$ cat config.mk
export PLATFORM = sky130hd
export DESIGN_NAME = button_mbt_ctrl
export DESIGN_NICKNAME = d
export VERILOG_FILES = /design/src/rtl/button_mbt_ctrl.sv
export SDC_FILE = /design/constraint.sdc
export NUM_CORES = 1
export LEC_CHECK = 0
export BUFFER_PORTS_ARGS = -buffer_cell sky130_fd_sc_hd__buf_2
export CELL_PAD_IN_SITES_DETAIL_PLACEMENT = 1
export CELL_PAD_IN_SITES_GLOBAL_PLACEMENT = 2
export CORE_MARGIN = 2
export CORE_UTILIZATION = 42
export DETAILED_ROUTE_END_ITERATION = 6
export PLACE_DENSITY_LB_ADDON = 0.1
export RECOVER_POWER = 100
export SYNTH_ARGS = -nofsm -noshare
export SYNTH_HDL_FRONTEND = slang
export SYNTH_SLANG_ARGS = --single-unit
$ cat constraint.sdc
create_clock -name clkin -period 3.4 [get_ports clkin]
set_input_delay 0.34 -clock clkin [delete_from_list [all_inputs] [get_ports clkin]]
set_output_delay 0.34 -clock clkin [all_outputs]
set_load 0.01 [all_outputs]
$ cat src/rtl/button_mbt_ctrl.sv
// Pushbutton front end: synchronizes and debounces one raw button, classifies
// presses as short or long, steps the LED level and fires the multi-boot pulse.
module button_mbt_ctrl #(
  parameter int unsigned DEBOUNCE_CYCLES = 500000,
  parameter int unsigned LONG_CYCLES     = 100000000,
  parameter int unsigned ARM_CYCLES      = 250000000,
  parameter int unsigned MBT_CYCLES      = 64,
  parameter int unsigned LEVEL_MAX       = 6
) (
  input  logic       clkin,
  input  logic       rstn,
  input  logic       btn,
  output logic       btn_db,
  output logic       short_pulse,
  output logic       long_pulse,
  output logic [2:0] level,
  output logic       armed,
  output logic       mbt
);

  localparam int unsigned MAX_DL = (DEBOUNCE_CYCLES > LONG_CYCLES) ? DEBOUNCE_CYCLES : LONG_CYCLES;
  localparam int unsigned MAX_AM = (ARM_CYCLES > MBT_CYCLES) ? ARM_CYCLES : MBT_CYCLES;
  localparam int unsigned MAX_P  = (MAX_DL > MAX_AM) ? MAX_DL : MAX_AM;
  localparam int          CW     = $clog2(MAX_P) + 1;

  localparam logic [CW-1:0] ZERO      = {CW{1'b0}};
  localparam logic [CW-1:0] DB_LAST   = CW'(DEBOUNCE_CYCLES - 1);
  localparam logic [CW-1:0] LONG_LAST = CW'(LONG_CYCLES - 1);
  localparam logic [CW-1:0] ARM_LAST  = CW'(ARM_CYCLES - 1);
  localparam logic [CW-1:0] MBT_LAST  = CW'(MBT_CYCLES - 1);
  localparam logic [2:0]    LVL_TOP   = 3'(LEVEL_MAX);

  typedef enum logic [2:0] {
    IDLE      = 3'd0,
    PRESSED   = 3'd1,
    HELD      = 3'd2,
    ARMED     = 3'd3,
    ARM_PRESS = 3'd4,
    FIRE      = 3'd5
  } state_e;

  function automatic logic [CW-1:0] sat_inc(input logic [CW-1:0] v);
    if (v == {CW{1'b1}}) begin
      return v;
    end else begin
      return v + {{(CW-1){1'b0}}, 1'b1};
    end
  endfunction

  logic [1:0]    sync_q;
  logic          btn_s;
  logic          btn_db_q, btn_db_d, db_prev_q;
  logic [CW-1:0] db_cnt_q, db_cnt_d;
  logic          rise_s, fall_s;
  state_e        state_q, state_d;
  logic [CW-1:0] hc_q, hc_d, wc_q, wc_d, mc_q, mc_d;
  logic [2:0]    level_q, level_d;
  logic          short_q, short_d, long_q, long_d;
  logic          mbt_q, mbt_d, armed_q, armed_d;

  assign btn_s  = sync_q[1];
  assign rise_s = btn_db_q & ~db_prev_q;
  assign fall_s = ~btn_db_q & db_prev_q;

  // Debounce: btn_db follows btn_s only after DEBOUNCE_CYCLES of steady disagreement
  always_comb begin
    db_cnt_d = db_cnt_q;
    btn_db_d = btn_db_q;
    if (btn_s == btn_db_q) begin
      db_cnt_d = ZERO;
    end else if (db_cnt_q == DB_LAST) begin
      btn_db_d = btn_s;
      db_cnt_d = ZERO;
    end else begin
      db_cnt_d = sat_inc(db_cnt_q);
    end
  end

  // Press classifier FSM: next state, counters, level and strobes
  always_comb begin
    state_d = state_q;
    hc_d    = hc_q;
    wc_d    = wc_q;
    mc_d    = mc_q;
    level_d = level_q;
    short_d = 1'b0;
    long_d  = 1'b0;
    mbt_d   = 1'b0;
    case (state_q)
      IDLE: begin
        hc_d = ZERO;
        wc_d = ZERO;
        mc_d = ZERO;
        if (rise_s) begin
          state_d = PRESSED;
        end else begin
          state_d = IDLE;
        end
      end
      PRESSED: begin
        hc_d = sat_inc(hc_q);
        // A release on the very last counted cycle is still a short press
        if (fall_s) begin
          short_d = 1'b1;
          level_d = (level_q >= LVL_TOP) ? 3'd0 : level_q + 3'd1;
          state_d = IDLE;
        end else if (hc_q == LONG_LAST) begin
          long_d  = 1'b1;
          state_d = HELD;
        end else begin
          state_d = PRESSED;
        end
      end
      HELD: begin
        if (fall_s) begin
          wc_d    = ZERO;
          state_d = ARMED;
        end else begin
          state_d = HELD;
        end
      end
      ARMED: begin
        wc_d = sat_inc(wc_q);
        if (rise_s) begin
          hc_d    = ZERO;
          state_d = ARM_PRESS;
        end else if (wc_q == ARM_LAST) begin
          state_d = IDLE;
        end else begin
          state_d = ARMED;
        end
      end
      ARM_PRESS: begin
        hc_d = sat_inc(hc_q);
        if (fall_s) begin
          short_d = 1'b1;
          mc_d    = ZERO;
          state_d = FIRE;
        end else if (hc_q == LONG_LAST) begin
          long_d  = 1'b1;
          state_d = HELD;
        end else begin
          state_d = ARM_PRESS;
        end
      end
      FIRE: begin
        mbt_d = 1'b1;
        if (mc_q == MBT_LAST) begin
          mc_d    = ZERO;
          state_d = IDLE;
        end else begin
          mc_d    = sat_inc(mc_q);
          state_d = FIRE;
        end
      end
      default: begin
        state_d = IDLE;
        hc_d    = ZERO;
        wc_d    = ZERO;
        mc_d    = ZERO;
      end
    endcase
    armed_d = (state_d == ARMED) || (state_d == ARM_PRESS);
  end

  // State and output registers with synchronous active-low reset
  always_ff @(posedge clkin) begin
    if (!rstn) begin
      sync_q    <= 2'b00;
      btn_db_q  <= 1'b0;
      db_prev_q <= 1'b0;
      db_cnt_q  <= ZERO;
      state_q   <= IDLE;
      hc_q      <= ZERO;
      wc_q      <= ZERO;
      mc_q      <= ZERO;
      level_q   <= 3'd0;
      short_q   <= 1'b0;
      long_q    <= 1'b0;
      mbt_q     <= 1'b0;
      armed_q   <= 1'b0;
    end else begin
      sync_q    <= {sync_q[0], btn};
      btn_db_q  <= btn_db_d;
      db_prev_q <= btn_db_q;
      db_cnt_q  <= db_cnt_d;
      state_q   <= state_d;
      hc_q      <= hc_d;
      wc_q      <= wc_d;
      mc_q      <= mc_d;
      level_q   <= level_d;
      short_q   <= short_d;
      long_q    <= long_d;
      mbt_q     <= mbt_d;
      armed_q   <= armed_d;
    end
  end

  assign btn_db      = btn_db_q;
  assign short_pulse = short_q;
  assign long_pulse  = long_q;
  assign level       = level_q;
  assign armed       = armed_q;
  assign mbt         = mbt_q;

endmodule

==> results of run 1 <==
## metrics by stage
step	hold slack (ps)	std cells	instance area, um^2
final	129	1096	7810
after global placement	453	1065	7250
after detailed placement	452	1065	7250
after floorplan	412	860	6950
after CTS	121	1096	7870
after global routing	122	1096	7810
## cells by family after synthesis
kind of cell / synth area share
adder cells (fa/ha/maj): 0.0108
AND/OR/NAND/NOR: 0.345
flip-flops: 0.375
multiplexers: 0.0146
XOR/XNOR: 0.00882
AO/OA/AOI/OAI: 0.212
buffers and inverters: 0.0344
## layer usage
layer	global-route usage	vias up	routed length, um
met5	0	-	0
met1	0.286	3402	9260
met2	0.402	70	9910
met3	0.0444	25	435
met4	0.0854	0	359
li1	-	3367	-
## path summary, 6_finish.rpt
kind / endpoint / slack, ps / cells past startpoint
max: hc_q[23]$_SDFFE_PN0P_ / 430 / 6
min: sync_q[0]$_SDFF_PN0_ / 130 / 2
max reg2reg: hc_q[23]$_SDFFE_PN0P_ / 430 / 6
min reg2reg: sync_q[1]$_SDFF_PN0_ / 460 / 1
## layout make-up
type                    instances  area [um^2]
well taps                     220          275
multi-input cells             672         4120
flip-flops and latches        130         2600
clock buffers                  21          460
clock inverters                10          158
inverters                      18         67.6
repair buffers                 25          125
fillers                      2013         8540
## cells in the mapped netlist, drive strengths merged (4+ instances only)
master / number / area share
nand2b: 7 / 0.0063
and2: 11 / 0.0099
o211ai: 16 / 0.017
nand3: 55 / 0.040
a31oi: 4 / 0.0036
or4: 61 / 0.066
o311ai: 5 / 0.0063
inv: 18 / 0.0097
dfxtp: 130 / 0.37
or3: 28 / 0.025
o21a: 6 / 0.0065
xor2: 5 / 0.0063
a21oi: 87 / 0.063
nand2: 83 / 0.045
buf: 12 / 0.0095
nand4: 33 / 0.031
ha: 6 / 0.011
nor4b: 5 / 0.0072
or2: 5 / 0.0045
nor2: 41 / 0.022
o31ai: 49 / 0.053
nand3b: 5 / 0.0054
o41ai: 6 / 0.0076
nor3: 19 / 0.014
o21ai: 36 / 0.026
clkbuf: 28 / 0.015
mux2i: 9 / 0.013
o31a: 4 / 0.0050
and4: 12 / 0.015
nor4: 26 / 0.025
and3: 13 / 0.012
## power groups by stage
stage | Sequential, uW | Clock, uW | Combinational [uW]
after floorplan | 1560 | 0 | 10.6
after global placement | 1560 | 0 | 18.0
after detailed placement | 1560 | 0 | 18.7
after CTS | 1530 | 1980 | 18.8
after global routing | 1530 | 2040 | 19.6
final | 1530 | 1940 | 17.7
## sequential cells by signal, indices dropped and copies added, names as in the netlist, 2 cells and up
| name | cells |
|---|---|
| wc_q | 29 |
| hc_q | 29 |
| mc_q | 29 |
| db_cnt_q | 29 |
| sync_q | 2 |
| level | 3 |
| state_q | 3 |
==> impl_metrics.csv, run 1 <==
group,metric,value,unit
power_and_ir_drop,peakVddDrop,381,uV
status,status,"complete, no violations",
clocking,cts-buffers-inserted,17,
place,gp_congestion,0.833,
setup_path,path_buf_inv,1,
power_and_ir_drop,pwr-share-seq,0.438,
global_routing,track_usage,0.232,
clocking,clock_path_buffers,2,
global_routing,grt_antenna_before_repair,0,
setup_path,path_delay_family,"simple AND/OR/NAND/NOR gates",
routing,first_pass_iters,4,
clocking,clk_latency,420,ps
setup_path,worst-path-max-fanout,29,
final_layout,antenna_cells,0,
setup_path,crit_top_cell,"or4_1",
floorplanning,rows,47,
global_routing,grt_max_degree,30,
sta,hold_viol,0,
clocking,htreeDepth,4,
logic_synthesis,yosysSeqAreaShare,0.375,
logic_synthesis,yosysUniqueCellTypes,64,
logic_synthesis,synth_edf_count,0,
logic_synthesis,yosysWarnings,0,
place,port_buffers,10,
setup_path,cp_slowest_stage_delay,760,ps
clocking,ctsResizeCount,0,
final_layout,final_common_cell,"dfxtp_1",
routing,avgRoutedWirePerCell,18.2,um
floorplanning,ioPinCount,11,
final_layout,final_cell_mix,"dfxtp_1 (130), a21oi_1 (87), nand2_1 (83), or4_1 (60), nand3_1 (55)",
clocking,clk_pin_slew,60,ps
global_routing,overflow,0,
routing,vias_per_cell,6.26,
floorplanning,die_width,133,um
setup_path,setup.worst_path.start_class,"flop",
setup_path,crit_start,"state_q[0]$_SDFF_PN0_",
floorplanning,dieArea,0.0176,mm^2
sta,max_slew_margin,0.137,
clocking,cts_root_buf,"clkbuf_16",
job,max-cap-violations,0,
routing,wl,20.0,mm
hold_path,hold_class,"in2reg",
logic_synthesis,syn_avg_cell_area,8.08,um^2
power_and_ir_drop,leakage,0.00223,uW
power_and_ir_drop,internal-power,2790,uW
floorplanning,die-height,133,um
sta,max_clock_freq,0.337,GHz
sta,drv_slew,0,
logic_synthesis,synthCells,860,
final_layout,post-route-util,0.478,
routing,drcViolationCount,0,
sta,period_share,0.873,
global_routing,grt_pass1_wl,33.7,mm
power_and_ir_drop,pwr-share-comb,0.005,
logic_synthesis,synth-main-ff-cell,"dfxtp_1",
logic_synthesis,ys_seq_elements,130,
sta,fin_ws,430,ps
clocking,cts_tree,"built",
power_and_ir_drop,switching_share,0.201,
routing,postRouteAntennaNets,0,
final_layout,layout.nets,873,
setup_path,end_kind,"flop",
sta,worst_pin_slew,1290,ps
final_layout,drive_gt1_frac,0.0651,
place,place_hpwl,13.9,mm
sta,period_minus_slack,2970,ps
power_and_ir_drop,p_switching,702,uW
sta,fin_tns_setup,0,ps
setup_path,cp_cell_sequence,"nand3b_1, a21o_1, clkbuf_2, or4_1, or4_1, a21oi_1",
power_and_ir_drop,p_clk_frac,0.557,
routing,vias,6864,
global_routing,grt_pass1_vias,6995,
place,place_ws,600,ps
sta,rsz0062_at_grt,"false",
setup_path,crit_type,"reg2reg",
logic_synthesis,syn_area,0.00695,mm^2
power_and_ir_drop,power.density,446,mW/mm^2
floorplanning,start_util,0.425,
power_and_ir_drop,report.power.total,3490,uW
sta,setup_viol,0,
final_layout,syn_to_final_growth,12.4,%
clocking,cts_hold_buffers,0,
clocking,post_cts.repair.setup_buffers,0,
setup_path,critPathSlowestCell,"or4_1",
logic_synthesis,ys_async_sr_fraction,0,
setup_path,worst_ep_arrival_time,3320,ps
setup_path,r2r_start,"state_q[0]$_SDFF_PN0_",
clocking,cts.sinks,130,
routing,drt_iter0_markers,326,
hold_path,hp-start,"btn",
setup_path,critPathRequiredTime,3750,ps
logic_synthesis,syn-num-nets,869,
sta,skew,8.74,ps
floorplanning,core,0.0163,mm^2
Power figures use the tool's default switching activity.
==> run 2, diff against run 1 <==
- ABC_AREA: default -> 1
- CORE_UTILIZATION: 42 -> 37
==> run 2 against run 1 <==
  * Sequential share of layout area shrank 4.7 points
  * Synthesized cell count is 63% higher
  * Critical path depth increased by 5
  * Worst hold slack lost 28 ps
  * Final cell count is 55% higher
  * Routed wire length is 30% higher
==> impl_metrics.csv, run 2 <==
group,metric,value,unit
sta,period_share,0.772,
final_layout,multi_input_area,0.00489,mm^2
logic_synthesis,syn_avg_cell_area,5.89,um^2
place,port_buffers,10,
final_layout,regArea,0.00260,mm^2
floorplanning,dieArea,0.0235,mm^2
clocking,clk_latency,430,ps
logic_synthesis,yosys-top-cells-area,"dfxtp_1 (32%), nand2_1 (21%), nor2_1 (12%), nand3_1 (7.3%), inv_1 (6.5%)",
clocking,cts_tree,"built",
routing,vias_per_cell,5.05,
final_layout,final_cell_mix,"nand2_1 (457), nor2_1 (261), inv_1 (142), dfxtp_1 (130), nand3_1 (121)",
final_layout,final_common_cell,"nand2_1",
global_routing,track_usage,0.227,
routing,postRouteAntennaNets,0,
setup_path,setup.worst_path.start_class,"flop",
sta,hold_viol,0,
logic_synthesis,ys_top_cells_by_count,"nand2_1 (456), nor2_1 (259), inv_1 (142)",
sta,period_minus_slack,2620,ps
setup_path,critPathRequiredTime,3770,ps
routing,wl,25.9,mm
sta,max_clock_freq,0.381,GHz
routing,avgRoutedWirePerCell,15.2,um
place,dp_cells,1668,
logic_synthesis,synthCells,1399,
setup_path,critPathSlowestCell,"dfxtp_1",
sta,max_slew_margin,0.304,
final_layout,layout.nets,1416,
logic_synthesis,yosysSeqAreaShare,0.316,
final_layout,layoutNonFillerInstCount,1699,
logic_synthesis,synth-main-ff-cell,"dfxtp_1",
global_routing,grt_pass1_wl,43.7,mm
setup_path,crit_top_cell,"nand2_1",
status,status,"complete, no violations",
clocking,cts_root_buf,"clkbuf_16",
logic_synthesis,syn_area,0.00824,mm^2
global_routing,grt_pass1_vias,8600,
clocking,htreeDepth,4,
place,place_hpwl,19.4,mm
setup_path,crit_type,"reg2reg",
power_and_ir_drop,peakVddDrop,278,uV
clocking,ctsResizeCount,0,
logic_synthesis,ys_seq_elements,130,
place,gp_congestion,0.832,
final_layout,antenna_cells,0,
logic_synthesis,ys_async_sr_fraction,0,
final_layout,syn_to_final_growth,10.5,%
sta,fin_tns_setup,0,ps
logic_synthesis,synth_most_common_cell,"nand2_1",
global_routing,grt_antenna_before_repair,0,
logic_synthesis,synth.largest_area_cell,"dfxtp_1",
final_layout,post-route-util,0.417,
setup_path,cp_cell_sequence,"ha_1, nand2_2, nor2_1, nand2_1, nor2_4, nand3_1, nand2_2, nand2_1, nand2_1, inv_1, nor2_1",
global_routing,grt_max_degree,75,
setup_path,cp_slowest_stage_delay,440,ps
routing,vias,8577,
sta,rsz0062_at_grt,"false",
sta,worst_pin_slew,1040,ps
floorplanning,rows,54,
clocking,cts_hold_buffers,0,
clocking,cts-buffers-inserted,17,
power_and_ir_drop,power.density,387,mW/mm^2
final_layout,fillers,3058,
sta,setup_viol,0,
job,max-cap-violations,0,
setup_path,worst_ep_arrival_time,2990,ps
final_layout,drive_gt1_frac,0.0458,
logic_synthesis,yosysUniqueCellTypes,39,
logic_synthesis,synth_top_area_share,0.316,
routing,first_pass_iters,4,
floorplanning,die-height,153,um
clocking,cts.sinks,130,
routing,drcViolationCount,0,
floorplanning,start_util,0.378,
sta,drv_slew,0,
logic_synthesis,yosysWarnings,0,
floorplanning,ioPinCount,11,
floorplanning,core,0.0218,mm^2
setup_path,worst-path-max-fanout,17,
clocking,clock_path_buffers,2,
setup_path,end_kind,"flop",
floorplanning,die_width,153,um
clocking,clk_pin_slew,60,ps
logic_synthesis,synth_edf_count,0,
logic_synthesis,syn-num-nets,1408,
sta,skew,14.2,ps
global_routing,overflow,0,
routing,drt_iter0_markers,448,
power_and_ir_drop,leakage,0.00322,uW
hold_path,hold_class,"in2reg",
clocking,post_cts.repair.setup_buffers,0,
## run 2: cell count changes after synthesis, sizes merged, moves of 18 or more
| cell | before | now |
|---|---|---|
| nor4 | 26 | 2 |
| or4 | 61 | 0 |
| o21ai | 36 | 18 |
| or3 | 28 | 0 |
| inv | 18 | 145 |
| nand3 | 55 | 124 |
| nor2 | 41 | 264 |
| o31ai | 49 | 0 |
| nand2 | 83 | 461 |
## run 2: logic make-up (layout without fill, tap and decap cells)
logic type                 Yosys count  after routing  synth area share
adders and majority gates            6              6           0.00911
DFF                                130            130             0.316
buffers and inverters              177            197            0.0878
AOI/OAI and AO/OA                  120            120            0.0771
xor gates and xnor gates            27             27            0.0287
and+or+nand+nor                    939            939             0.481
## run 2: area by class of cell
type / count / share of cell area
Timing Repair Buffer: 20 / 0.0109
Clock buffer: 22 / 0.0499
Multi-Input combinational cell: 1092 / 0.537
Sequential cell: 130 / 0.286
Clock inverter: 9 / 0.0172
Tap cell: 280 / 0.0385
Inverter: 146 / 0.0602
## run 2: final timing paths
path / startpoint / endpoint / slack, ps / cells past startpoint
setup / recovery: hc_q[0]$_SDFFE_PN0P_ / hc_q[5]$_SDFFE_PN0P_ / 780 / 11
hold / removal: btn / sync_q[0]$_SDFF_PN0_ / 100 / 3
setup reg to reg: hc_q[0]$_SDFFE_PN0P_ / hc_q[5]$_SDFFE_PN0P_ / 780 / 11
hold reg to reg: sync_q[0]$_SDFF_PN0_ / sync_q[1]$_SDFF_PN0_ / 420 / 2
## run 2: worst max-delay path, delay by kind of cell, from the launching register on
kind / cells / cell delay (ps)
adders and majority gates: 1 / 350
buffers and inverters: 1 / 110
DFF: 1 / 440
and+or+nand+nor: 9 / 1660
## run 2: metrics by stage
step / total power [uW] / setup slack (ps) / cell area [um^2] / hold WS, ps
finish: 3520 / 776 / 9100 / 101
global route: 3620 / 478 / 9100 / 120
CTS: 3560 / 1030 / 9150 / 93.0
detailed placement: 1590 / 1070 / 8540 / 411
global placement: 1590 / 1120 / 8540 / 406
floorplan: 1580 / 1670 / 8240 / 390
## run 2: report_power, final
group	total, uW	internal, uW	switching [uW]	leakage [uW]
registers	1530	1520	0.900	0.00105
clock network	1960	1240	721	0.000298
logic	28.7	3.62	25.1	0.00187
total	3520	2770	747	0.00322
## run 2: metal layers
layer,track usage,routed length [um]
met5,0,0
met4,0.0397,216
met3,0.0352,490
met2,0.390,12200
met1,0.305,13000
==> run 3, diff against run 2 <==
- CORE_UTILIZATION: 37 -> 31
- clock period: 3.4 -> 2.1 ns (I/O delays scaled with it)
==> run 3 against run 2 <==
  * Fmax rose by 35%
  * Die area increased by 19%
  * Clock-buffer cell count decreased by 4
  * Non-clock buffer count up 49
  * Critical endpoint is now mc_q[17]$_SDFFE_PN0P_
  * Final cell count up 6.2%
  * Clock power up 59%
  * Global-route usage decreased by 2.1 points
  * Power rose by 60%
  * Via count grew 2.1%
  * Largest cell class unchanged
  * Flip-flop and latch count is the same
  * Clock skew up 1.5 ps
  * Highest routed layer unchanged
  * Sequential power grew 61%
  * Critical path type unchanged
==> impl_metrics.csv, run 3 (synthesized netlist as in run 2, its figures left out) <==
group,metric,value,unit
setup_path,setup.worst_path.start_class,"flop",
hold_path,hold_class,"in2reg",
clocking,cts_tree,"built",
sta,whs,115,ps
floorplanning,ioPinCount,11,
power_and_ir_drop,power.density,584,mW/mm^2
power_and_ir_drop,internal-power,4280,uW
sta,hold_viol,0,
setup_path,cp_cell_sequence,"ha_2, nand3_2, inv_2, nand2_2, nor2_4, nand3_2, nand3_4, clkinvlp_4, buf_12, nand2_1, a21oi_1",
clocking,cts-buffers-inserted,17,
setup_path,cp_slowest_stage_delay,380,ps
floorplanning,start_util,0.316,
floorplanning,core,0.0261,mm^2
setup_path,r2r_cells,11,
place,port_buffers,10,
sta,max_clock_freq,0.514,GHz
clocking,htreeDepth,4,
final_layout,antenna_cells,0,
routing,wl,28.1,mm
place,gp_congestion,0.824,
job,max-cap-violations,0,
power_and_ir_drop,p_clk_frac,0.551,
clocking,clock_path_buffers,2,
floorplanning,die_width,167,um
global_routing,grt_antenna_before_repair,0,
power_and_ir_drop,leakage,0.00350,uW
clocking,clk_latency,440,ps
sta,setup_viol,0,
clocking,cts.sinks,130,
sta,drv_slew,0,
routing,vias,8754,
power_and_ir_drop,report.power.total,5630,uW
global_routing,grt_max_degree,75,
final_layout,fillers,3514,
sta,skew,15.7,ps
global_routing,grt_pass1_vias,8935,
sta,period_share,0.927,
setup_path,end_kind,"flop",
power_and_ir_drop,switching_share,0.241,
final_layout,layout.nets,1466,
clocking,clk_pin_slew,60,ps
power_and_ir_drop,pwr-share-comb,0.010,
global_routing,grt_pass1_wl,46.5,mm
routing,vias_per_cell,4.85,
floorplanning,dieArea,0.0279,mm^2
place,place_hpwl,21.4,mm
clocking,cts_root_buf,"clkbuf_16",
routing,drt_iter0_markers,443,
routing,avgRoutedWirePerCell,15.6,um
setup_path,crit_top_cell,"nand3_2",
final_layout,post-route-util,0.370,
global_routing,track_usage,0.206,
setup_path,worst_ep_arrival_time,2250,ps
global_routing,overflow,0,
final_layout,syn_to_final_growth,17.0,%
final_layout,drive_gt1_frac,0.0925,
setup_path,worst-path-max-fanout,13,
power_and_ir_drop,peakVddDrop,496,uV
setup_path,critPathSlowestCell,"dfxtp_1",
final_layout,final_cell_mix,"nand2_1 (454), nor2_1 (259), inv_1 (139), dfxtp_1 (129), nand3_1 (120)",
setup_path,crit_type,"reg2reg",
floorplanning,die-height,167,um
final_layout,final_common_cell,"nand2_1",
floorplanning,rows,59,
hold_path,min_path_cells,3,
routing,drcViolationCount,0,
routing,postRouteAntennaNets,0,
sta,period_minus_slack,1950,ps
setup_path,critPathRequiredTime,2400,ps
power_and_ir_drop,p_switching,1360,uW
status,status,"complete, no violations",
sta,worst_pin_slew,590,ps
power_and_ir_drop,pwr-share-seq,0.438,
sta,max_slew_margin,0.605,
routing,first_pass_iters,5,
-- run 3: cell types whose count changed in the layout (fill, tap and decap cells not counted), moves of 3 or more --
| cell | delta |
|---|---|
| buf_4 | +44 |
| nand2_1 | -3 |
| inv_1 | -3 |
| buf_12 | +4 |
| clkbuf_1 | -9 |
| clkinvlp_4 | +6 |
| inv_6 | +4 |
-- run 3: final timing paths --
path / slack (ps) / end / from
max: 150 / mc_q[17]$_SDFFE_PN0P_ / mc_q[1]$_SDFFE_PN0P_
min: 110 / btn_db$_SDFFE_PN0P_ / rstn
max reg2reg: 150 / mc_q[17]$_SDFFE_PN0P_ / mc_q[1]$_SDFFE_PN0P_
min reg2reg: 430 / sync_q[1]$_SDFF_PN0_ / sync_q[0]$_SDFF_PN0_
-- run 3: layout make-up --
class | instances | area, um^2 | share of cell area
timing repair inverter | 1 | 5.00 | 0.000519
clock inverter | 14 | 154 | 0.0160
timing repair buffer | 69 | 534 | 0.0554
tap | 335 | 419 | 0.0435
multi-input combinational | 1092 | 4930 | 0.511
clock buffer | 18 | 439 | 0.0455
sequential | 130 | 2600 | 0.270
inverter | 146 | 559 | 0.0580
-- run 3: power groups by stage --
stage / Clock, uW / Sequential [uW] / Combinational, uW
2_1_floorplan: 0 / 2520 / 29.9
3_3_place_gp: 0 / 2520 / 56.0
3_5_place_dp: 0 / 2520 / 56.3
4_1_cts: 3190 / 2470 / 57.8
5_1_grt: 3300 / 2470 / 66.0
6_report: 3110 / 2470 / 59.1
-- run 3: worst max-delay path: cells and delay by family, from the launching register on --
family / cells / cell delay (ps)
AO/OA/AOI/OAI: 1 / 60
adder cells (fa/ha/maj): 1 / 240
buffers and inverters: 3 / 420
flip-flops: 1 / 380
AND/OR/NAND/NOR: 6 / 720
-- run 3: stage by stage --
stage                     instances  cell area (um^2)  TNS, ps  setup slack (ps)
final                          1805              9640        0               153
after global placement         1769              8980        0               167
after floorplan                1399              8240        0               370
after CTS                      1802              9580        0              29.8
after global routing           1805              9640     -118             -24.7
after detailed placement       1769              8980        0              47.2
-- run 3: per-layer routing --
layer	track usage	routed length [um]
met5	0	0
met4	0.0371	201
met3	0.0333	697
met2	0.353	13200
met1	0.276	14000
-- run 3: timing repair --
action / 4_1_cts / 5_1_grt
endpoints found under the setup margin: 0 / 33
gates resized for setup: 0 / 9
hold buffers: 1 / 0
buffers inserted: 0 / 2
hold endpoints to repair: 1 / 0
